**config.mk**
```make
export PLATFORM = sky130hd
export DESIGN_NAME = opl_multimode_lookup
export DESIGN_NICKNAME = d
export VERILOG_FILES = /design/src/rtl/opl_multimode_lookup.sv
export SDC_FILE = /design/constraint.sdc
export NUM_CORES = 1
export LEC_CHECK = 0
export ABC_AREA = 0
export ABC_CLOCK_PERIOD_IN_PS = 11890
export BUFFER_PORTS_ARGS = -buffer_cell sky130_fd_sc_hd__buf_2
export CELL_PAD_IN_SITES_DETAIL_PLACEMENT = 1
export CELL_PAD_IN_SITES_GLOBAL_PLACEMENT = 1
export CORE_UTILIZATION = 30
export CTS_CLUSTER_DIAMETER = 80
export DETAILED_ROUTE_END_ITERATION = 8
export PLACE_DENSITY = 0.49
export SYNTH_ARGS = -nofsm -noshare
export SYNTH_HDL_FRONTEND = slang
export SYNTH_SLANG_ARGS = --single-unit
```
**constraint.sdc**
```tcl
create_clock -name axi_aclk -period 11.89 [get_ports axi_aclk]
set_input_delay 0 -clock axi_aclk [delete_from_list [all_inputs] [get_ports axi_aclk]]
set_output_delay 0 -clock axi_aclk [all_outputs]
set_load 0.03 [all_outputs]
```
**src/rtl/opl_multimode_lookup.sv**
```systemverilog
// opl_multimode_lookup: output port lookup stage. Buffers ingress words in a
// small fall-through FIFO, rewrites the destination one-hot field in each
// packet header, drops malformed packets and keeps saturating packet counters.
// Optional feature macro: OPL_LOOPBACK_MODE_EN (mode 3 returns packets to src).
module opl_multimode_lookup #(
  parameter int unsigned C_AXIS_DATA_WIDTH  = 256,
  parameter int unsigned C_AXIS_TUSER_WIDTH = 128,
  parameter int unsigned NUM_PORTS          = 4,
  parameter int unsigned SRC_PORT_POS       = 16,
  parameter int unsigned DST_PORT_POS       = 24,
  parameter int unsigned FIFO_DEPTH_BITS    = 2,
  parameter int unsigned CNT_WIDTH          = 32
) (
  input  logic                             axi_aclk,
  input  logic                             axi_resetn,
  input  logic [C_AXIS_DATA_WIDTH-1:0]     s_axis_tdata,
  input  logic [C_AXIS_DATA_WIDTH/8-1:0]   s_axis_tstrb,
  input  logic [C_AXIS_TUSER_WIDTH-1:0]    s_axis_tuser,
  input  logic                             s_axis_tvalid,
  input  logic                             s_axis_tlast,
  output logic                             s_axis_tready,
  output logic [C_AXIS_DATA_WIDTH-1:0]     m_axis_tdata,
  output logic [C_AXIS_DATA_WIDTH/8-1:0]   m_axis_tstrb,
  output logic [C_AXIS_TUSER_WIDTH-1:0]    m_axis_tuser,
  output logic                             m_axis_tvalid,
  output logic                             m_axis_tlast,
  input  logic                             m_axis_tready,
  input  logic [1:0]                       mode,
  input  logic [2*NUM_PORTS-1:0]           cfg_dst,
  input  logic                             cnt_clear,
  output logic [CNT_WIDTH-1:0]             pkt_in_cnt,
  output logic [CNT_WIDTH-1:0]             pkt_out_cnt,
  output logic [CNT_WIDTH-1:0]             pkt_drop_cnt
);

  localparam int unsigned DW    = C_AXIS_DATA_WIDTH;
  localparam int unsigned SW    = C_AXIS_DATA_WIDTH / 8;
  localparam int unsigned UW    = C_AXIS_TUSER_WIDTH;
  localparam int unsigned PW    = 2 * NUM_PORTS;
  localparam int unsigned AW    = FIFO_DEPTH_BITS;
  localparam int unsigned OW    = FIFO_DEPTH_BITS + 1;
  localparam int unsigned DEPTH = 1 << FIFO_DEPTH_BITS;
  localparam int unsigned WW    = DW + SW + UW + 1;

  // Even bits of the port field are the MAC ports.
  function automatic logic [PW-1:0] mac_mask_f();
    logic [PW-1:0] m;
    m = '0;
    for (int unsigned i = 0; i < NUM_PORTS; i++) m[2*i] = 1'b1;
    return m;
  endfunction

  localparam logic [PW-1:0] MAC_MASK = mac_mask_f();

  typedef enum logic [1:0] {HEADER, IN_PACKET, DROP} state_t;

  state_t         state, state_nxt;
  logic [WW-1:0]  mem [DEPTH];
  logic [AW-1:0]  wr_ptr, rd_ptr;
  logic [OW-1:0]  occ, occ_nxt;
  logic           wr_en, pop, empty, drop_evt;
  logic [WW-1:0]  head;
  logic [DW-1:0]  h_data;
  logic [SW-1:0]  h_strb;
  logic [UW-1:0]  h_user;
  logic           h_last;
  logic           hold_q;
  logic [1:0]     mode_q, eff_mode;
  logic [PW-1:0]  cfg_q, eff_cfg;
  logic [PW-1:0]  src, dst, mac_bit, pair_dst;
  logic           drop_hdr;

  assign wr_en  = s_axis_tvalid & s_axis_tready;
  assign empty  = (occ == '0);
  assign head   = mem[rd_ptr];
  assign h_last = head[0];
  assign h_user = head[UW:1];
  assign h_strb = head[UW+SW:UW+1];
  assign h_data = head[WW-1:UW+SW+1];

  // FIFO storage, no reset needed on the data array.
  always_ff @(posedge axi_aclk) begin
    if (wr_en) mem[wr_ptr] <= {s_axis_tdata, s_axis_tstrb, s_axis_tuser, s_axis_tlast};
  end

  assign occ_nxt = occ + OW'(wr_en) - OW'(pop);

  // FIFO pointers, occupancy and registered ingress ready.
  always_ff @(posedge axi_aclk or negedge axi_resetn) begin
    if (!axi_resetn) begin
      wr_ptr        <= '0;
      rd_ptr        <= '0;
      occ           <= '0;
      s_axis_tready <= 1'b0;
    end else begin
      if (wr_en) wr_ptr <= wr_ptr + AW'(1);
      if (pop)   rd_ptr <= rd_ptr + AW'(1);
      occ           <= occ_nxt;
      s_axis_tready <= (occ_nxt < OW'(DEPTH - 1));
    end
  end

  // Mode/cfg are frozen once a header is visible but still waiting for egress.
  always_ff @(posedge axi_aclk or negedge axi_resetn) begin
    if (!axi_resetn) begin
      hold_q <= 1'b0;
      mode_q <= '0;
      cfg_q  <= '0;
    end else begin
      hold_q <= (state == HEADER) & ~empty & ~drop_hdr & ~m_axis_tready;
      if (!hold_q) begin
        mode_q <= mode;
        cfg_q  <= cfg_dst;
      end
    end
  end

  assign eff_mode = hold_q ? mode_q : mode;
  assign eff_cfg  = hold_q ? cfg_q  : cfg_dst;

  // Header classification and destination computation.
  always_comb begin
    src      = h_user[SRC_PORT_POS +: PW];
    drop_hdr = (|(src & (src - PW'(1)))) | ((eff_mode == 2'd2) & (eff_cfg == '0));
    mac_bit  = (src & MAC_MASK) | ((src & ~MAC_MASK) >> 1);
    pair_dst = (|(src & MAC_MASK)) ? (src << 1) : (src >> 1);
    case (eff_mode)
      2'd1:    dst = MAC_MASK & ~mac_bit;
      2'd2:    dst = eff_cfg;
`ifdef OPL_LOOPBACK_MODE_EN
      2'd3:    dst = src;
`endif
      default: dst = pair_dst;
    endcase
    if (src == '0) dst = PW'(1);
  end

  // State register.
  always_ff @(posedge axi_aclk or negedge axi_resetn) begin
    if (!axi_resetn) state <= HEADER;
    else             state <= state_nxt;
  end

  // Next-state logic.
  always_comb begin
    state_nxt = state;
    case (state)
      HEADER: begin
        if (!empty) begin
          if (drop_hdr) begin
            if (!h_last) state_nxt = DROP;
          end else if (m_axis_tready && !h_last) begin
            state_nxt = IN_PACKET;
          end
        end
      end
      IN_PACKET: if (!empty && m_axis_tready && h_last) state_nxt = HEADER;
      DROP:      if (!empty && h_last) state_nxt = HEADER;
      default:   state_nxt = HEADER;
    endcase
  end

  // Egress outputs, FIFO pop and drop event.
  always_comb begin
    m_axis_tvalid = 1'b0;
    m_axis_tuser  = h_user;
    pop           = 1'b0;
    drop_evt      = 1'b0;
    case (state)
      HEADER: begin
        if (!empty) begin
          if (drop_hdr) begin
            pop      = 1'b1;
            drop_evt = h_last;
          end else begin
            m_axis_tvalid = 1'b1;
            m_axis_tuser[DST_PORT_POS +: PW] = dst;
            pop           = m_axis_tready;
          end
        end
      end
      IN_PACKET: begin
        m_axis_tvalid = ~empty;
        pop           = ~empty & m_axis_tready;
      end
      DROP: begin
        pop      = ~empty;
        drop_evt = ~empty & h_last;
      end
      default: ;
    endcase
  end

  assign m_axis_tdata = h_data;
  assign m_axis_tstrb = h_strb;
  assign m_axis_tlast = h_last;

  // Saturating packet counters; clear wins over a same-cycle increment.
  always_ff @(posedge axi_aclk or negedge axi_resetn) begin
    if (!axi_resetn) begin
      pkt_in_cnt   <= '0;
      pkt_out_cnt  <= '0;
      pkt_drop_cnt <= '0;
    end else if (cnt_clear) begin
      pkt_in_cnt   <= '0;
      pkt_out_cnt  <= '0;
      pkt_drop_cnt <= '0;
    end else begin
      if (wr_en && s_axis_tlast && !(&pkt_in_cnt))
        pkt_in_cnt <= pkt_in_cnt + CNT_WIDTH'(1);
      if (m_axis_tvalid && m_axis_tready && h_last && !(&pkt_out_cnt))
        pkt_out_cnt <= pkt_out_cnt + CNT_WIDTH'(1);
      if (drop_evt && !(&pkt_drop_cnt))
        pkt_drop_cnt <= pkt_drop_cnt + CNT_WIDTH'(1);
    end
  end

endmodule

```
; ---- Word-level counts from Yosys, hierarchy flattened
; Memories as Yosys holds them, arrays and structs flattened.
; Cells that the tools add are included.
[op_classes]
n_lt_le_gt_ge = 1
bitwise = 14
eq_ne = 9
add_sub_neg = 8
reduce_logical = 28
n_mux = 32
[ops]
columns = op, count
row1 = 32-bit two-way mux, 6
row2 = "32-bit by 1-bit adder with 32-bit output, second input constant", 3
row3 = 32-bit AND reduction, 3
row4 = 8-bit two-way mux, 6
row5 = 8-bit zero test, 2
row6 = 8-bit case mux with 2 select lines, 1
row7 = 2-bit two-way mux, 7
row8 = 1-bit logical AND, 10
row9 = 8-bit bitwise AND, 1
row10 = 1-bit two-way mux, 8
row11 = 8-bit OR reduction, 1
row12 = "8-bit by 1-bit subtractor with 8-bit output, second input constant", 1
row13 = 1-bit bitwise AND, 7
row14 = 7-bit NOT, 1
row15 = 7-bit bitwise OR, 1
row16 = "2-bit != test, second input constant", 3
row17 = 2-bit case mux with 3 select lines, 1
row18 = 2-bit nonzero test, 3
row19 = 1-bit zero test, 5
row20 = 5-bit AND reduction, 1
row21 = "2-bit by 1-bit adder with 2-bit output, second input constant", 2
row22 = "2-bit by 1-bit == test with 1-bit output, second input constant", 2
row23 = "2-bit == test, second input constant", 2
row24 = 1-bit case mux with 2 select lines, 2
row25 = other kinds (11), 13
[totals]
output_inout_bits = 515
ram_bits = 1668
elab_cells = 104
input_bits = 432
memories = 1
reg_bits = 117
[memory_table]
columns = memory, depth, width, rd, rd_ports_with_merged_regs, wr, line
row1 = mem, 4, 417, 1, 0, 1, 58  ; logic [WW-1:0] mem [DEPTH];

; ---- Logic depth before layout (Yosys ltp)
; An unclocked memory read counts as a cell.
[depth]
depth_word = 13
ltp_mapped = 16
ltp_nobuf = 14

; ---- Least setup slack after synthesis
; OpenSTA, ideal clock, no wires.
[synth_path]
path_type = register to register
start = register s_axis_tready
end = memory mem[0][0] in the netlist's numbering, enable pin
setup_slack_ns = 0.957
synth_period_minus_slack_ns = 10.933
path_stages_with_launch = 2
path_buffers = 0
t_required_ns = 11.053
t_arrival_ns = 10.097
setup_time_ns = 0.837
path_cell_list = dfrtp_1 -> and3_1
[synth_between]
elab_chain_cells = 3
[synth_lines]
columns = element, line
row1 = "start, declared", 21  ; output logic s_axis_tready,
row2 = "start signal, assigned", 99  ; s_axis_tready <= (occ_nxt < OW'(DEPTH - 1));
row3 = 1-bit bitwise AND, 73  ; assign wr_en = s_axis_tvalid & s_axis_tready;
row4 = 1-bit two-way mux, 83  ; if (wr_en) mem[wr_ptr] <= {s_axis_tdata, s_axis_tstrb, s_axis_tuser, s_axis_tlast};
row5 = 1-bit two-way mux (implied by the code), 83
row6 = "end, declared", 58
; No other way between the ends.

; ---- Worst setup path in the final report
[layout_path]
start = register rd_ptr[0]
end = output port m_axis_tdata[194]
[layout_between]
elab_chain_cells = 1
[layout_lines]
columns = element, line
row1 = "start, declared", 59  ; logic [AW-1:0] wr_ptr, rd_ptr;
row2 = "start signal, assigned", 97  ; if (pop) rd_ptr <= rd_ptr + AW'(1);
row3 = memory 4 x 417 bit, -
row4 = "end, declared", 22  ; output logic [C_AXIS_DATA_WIDTH-1:0] m_axis_tdata,
; No other way between the ends.

==> run_results.csv <==
group,metric,value,unit
routing,final_antenna_net_count,0,
synth,synth_fp_nets,3332,
timing,whs,0.0465,ns
setup_path,r2r-start,"rd_ptr[0]$_DFFE_PN0P_",
synth,async_flop_share,6.55,%
timing,finalSetupViolations,0,
timing,period_share,48.4,%
timing,tightest_slew,1.20,ns
synth,synthFlopType,"edfxtp_1",
finish,fin_nets,5250,
synth,synth.largest_area_cell,"edfxtp_1",
hold_path,min_from,"s_axis_tdata[241]",
synth,synth_top_area_share,75.5,%
die,fp-row-count,172,
finish,fillerInstances,21400,
routing,routed_wl,190000,µm
clock_network,cts.clk_slew.worst_paths,0.06,ns
timing,drv_slew,0,
finish,seq_area,53000,µm²
synth,synth_top_cells_by_count,"1668 x edfxtp_1, 417 x mux4_2, 117 x dfrtp_1, 87 x nor2_1, 62 x buf_1",
setup_path,setup.worst_path.end_class,"output pin",
power_and_ir_drop,vdd_ir_drop_max,0.000170,V
clock_network,h-tree-depth,4,
hold_path,whs_path_depth,2,
timing,slew_headroom,20.1,%
clock_network,clock_sinks,1785,
synth,syn_inst,2888,
finish,post-route-util,40.8,%
routing,vias_per_cell,4.58,
routing,via_count,36400,
synth,syn_area,66400,µm²
routing,drtIter0Drc,1691,
routing,wl_per_cell,23.9,µm
routing,first_pass_iters,5,
placement,routabilityCongestion,0.762,
synth,yosys_warnings,0,
grt,grt_pass1_wl,275000,µm
power_and_ir_drop,comb_power_share,33.1,%
placement,dp_hpwl,121000,µm
finish,layout-drive-gt1-share,34.2,%
finish,multi_input_area,12800,µm²
job,cap_violations,0,
placement,io_buffers,946,
die,core-area,220000,µm²
clock_network,tritoncts,"built",
finish,syn_to_final_growth,35.2,%
die,dieHeight,472,µm
timing,setup_slack,6.13,ns
placement,pre_cts_slack,6.66,ns
synth,synth_cell_types,58,
outcome,status,"finished clean",
hold_path,worstHoldEndpoint,"mem[3][402]$_DFFE_PP_",
grt,grt_overflow,0,
die,die_area,223000,µm²
setup_path,start_kind,"flop",
setup_path,worstReg2RegEnd,"s_axis_tready$_DFF_PN0_",
die,die_w,472,µm
synth,synth_edf_count,1668,
die,initial_core_util,30.2,%
clock_network,clockBufferDepth,3,
synth,ys_seq_elements,1785,
power_and_ir_drop,power_density,229,nW/µm²
timing,clock.fmax,174,MHz
setup_path,cp_data_required_time,11.89,ns
synth,synthTopCellsByArea,"edfxtp_1 75%, mux4_2 14%, dfrtp_1 4.4%",
power_and_ir_drop,clkPwrFrac,28.8,%
synth,synth_area_per_cell,23.0,µm²
power_and_ir_drop,p_int,13300,µW
grt,grt_max_degree,131,
hold_path,min_path_type,"input port to flop",
timing,finClkSkew,0.0500,ns
setup_path,rr_worst_depth,13,
clock_network,clkLatencyLatePin,0.82,ns
setup_path,arrival,5.76,ns
synth,yosysSeqAreaShare,79.9,%
clock_network,post_cts.repair.setup_buffers,0,
timing,rsz0062_at_grt,"no",
die,num_io_pins,947,
setup_path,critPathKind,"flop to output pin",
routing,drc,0,
synth,synth_most_common_cell,"edfxtp_1",
power_and_ir_drop,sequentialPowerShare,38.1,%
timing,hold_viol,0,
timing,finalSetupTns,0,ns
power_and_ir_drop,power.leakage,0.0311,µW
timing,period_needed,5.76,ns
grt,grt_usage,16.7,%
clock_network,cts-root-buf,"clkbuf_16",
power_and_ir_drop,p_switching,7240,µW
grt,antenna_found_initial,68,
grt,grt_pass1_vias,39600,
clock_network,cts-buffers-inserted,198,
setup_path,reg2reg_slack,6.85,ns
power_and_ir_drop,sw_frac_of_total,35.2,%
setup_path,crit_fanout,44,
## worst max path at each step
stage               slack (ns)                  end  cells past startpoint                    start
finish                    6.13    m_axis_tdata[194]                      6    rd_ptr[0]$_DFFE_PN0P_
global route              5.47    m_axis_tdata[194]                      6    rd_ptr[0]$_DFFE_PN0P_
CTS                       5.72    m_axis_tdata[206]                      6    rd_ptr[0]$_DFFE_PN0P_
detailed placement        6.66    m_axis_tdata[206]                      6    rd_ptr[0]$_DFFE_PN0P_
global placement          6.64    m_axis_tdata[171]                      6    rd_ptr[0]$_DFFE_PN0P_
floorplan                 0.96  mem[0][0]$_DFFE_PP_                      1  s_axis_tready$_DFF_PN0_
## power groups by stage
stage	logic (µW)	registers [µW]	clock network (µW)
2_1_floorplan	4440	8190	0
3_3_place_gp	6770	7970	0
3_5_place_dp	6760	7990	0
4_1_cts	7020	7860	6100
5_1_grt	7220	7910	6310
6_report	6800	7850	5920
## metal layers
metal	routed length (µm)	share of wire, %	global-route usage [%]
met5	415	0.22	0
met3	16500	8.7	6.70
met2	91100	48	27.2
met1	75600	40	20.1
met4	6120	3.2	5.61
## through the flow
step / cell area (µm²) / instances / total power [µW]
floorplan: 66400 / 2888 / 12600
global placement: 74900 / 6711 / 14700
detailed placement: 74900 / 6711 / 14700
CTS: 89600 / 7922 / 21000
global route: 89700 / 7948 / 21400
finish: 89700 / 7953 / 20600
## final cells by class
type,instances,share of cell area (%)
timing repair buffer,1842,15.3
multi-input combinational,960,14.3
inverter,19,0.0795
antenna,30,0.0837
tap,2958,4.12
clock buffer,267,5.88
sequential,1785,59.1
clock inverter,92,1.08
## sequential cells by signal, indices dropped and copies added (netlist names)
register,cells
cfg_q,8
wr_ptr,2
s_axis_tready,1
pkt_drop_cnt,32
occ,3
mode_q,2
state,2
mem,1668
pkt_out_cnt,32
hold_q,1
rd_ptr,2
pkt_in_cnt,32
## worst max-delay path, cell delays in order, from the launching register on
cell	delay, ns
dfrtp_4	0.94
buf_4	0.72
buf_4	0.64
buf_4	0.74
buf_4	0.84
mux4_2	0.62
buf_2	0.21
## what timing repair did
action	4_1_cts	5_1_grt
hold endpoints to repair	1865	4
hold buffers	852	1
gates resized for setup	0	0
## placed cells by master, fill, tap and decap left out, types with 29 or more instances in the layout
cell type | Yosys | final
nor3_1 | 30 | 29
nor2_1 | 87 | 87
clkinv_1 | 0 | 38
buf_4 | 1 | 33
clkbuf_1 | 57 | 65
nand2_1 | 45 | 45
mux4_2 | 417 | 417
xor2_1 | 33 | 33
buf_2 | 3 | 944
dfrtp_1 | 117 | 115
edfxtp_1 | 1668 | 1668
dlygate4sd3_1 | 0 | 852
a21oi_1 | 33 | 33
diode_2 | 0 | 30
nand3_1 | 52 | 52
clkbuf_16 | 0 | 200
## cell families after synthesis
group	count (synthesis)	share of synthesized area, %
XOR/XNOR	59	0.778
AND/OR/NAND/NOR	348	2.74
flip-flops	1785	79.9
adder cells (fa/ha/maj)	12	0.237
AO/OA/AOI/OAI	100	1.01
multiplexers	441	14.5
buffers and inverters	143	0.831
Note: power is estimated with default switching activity, not from simulation.
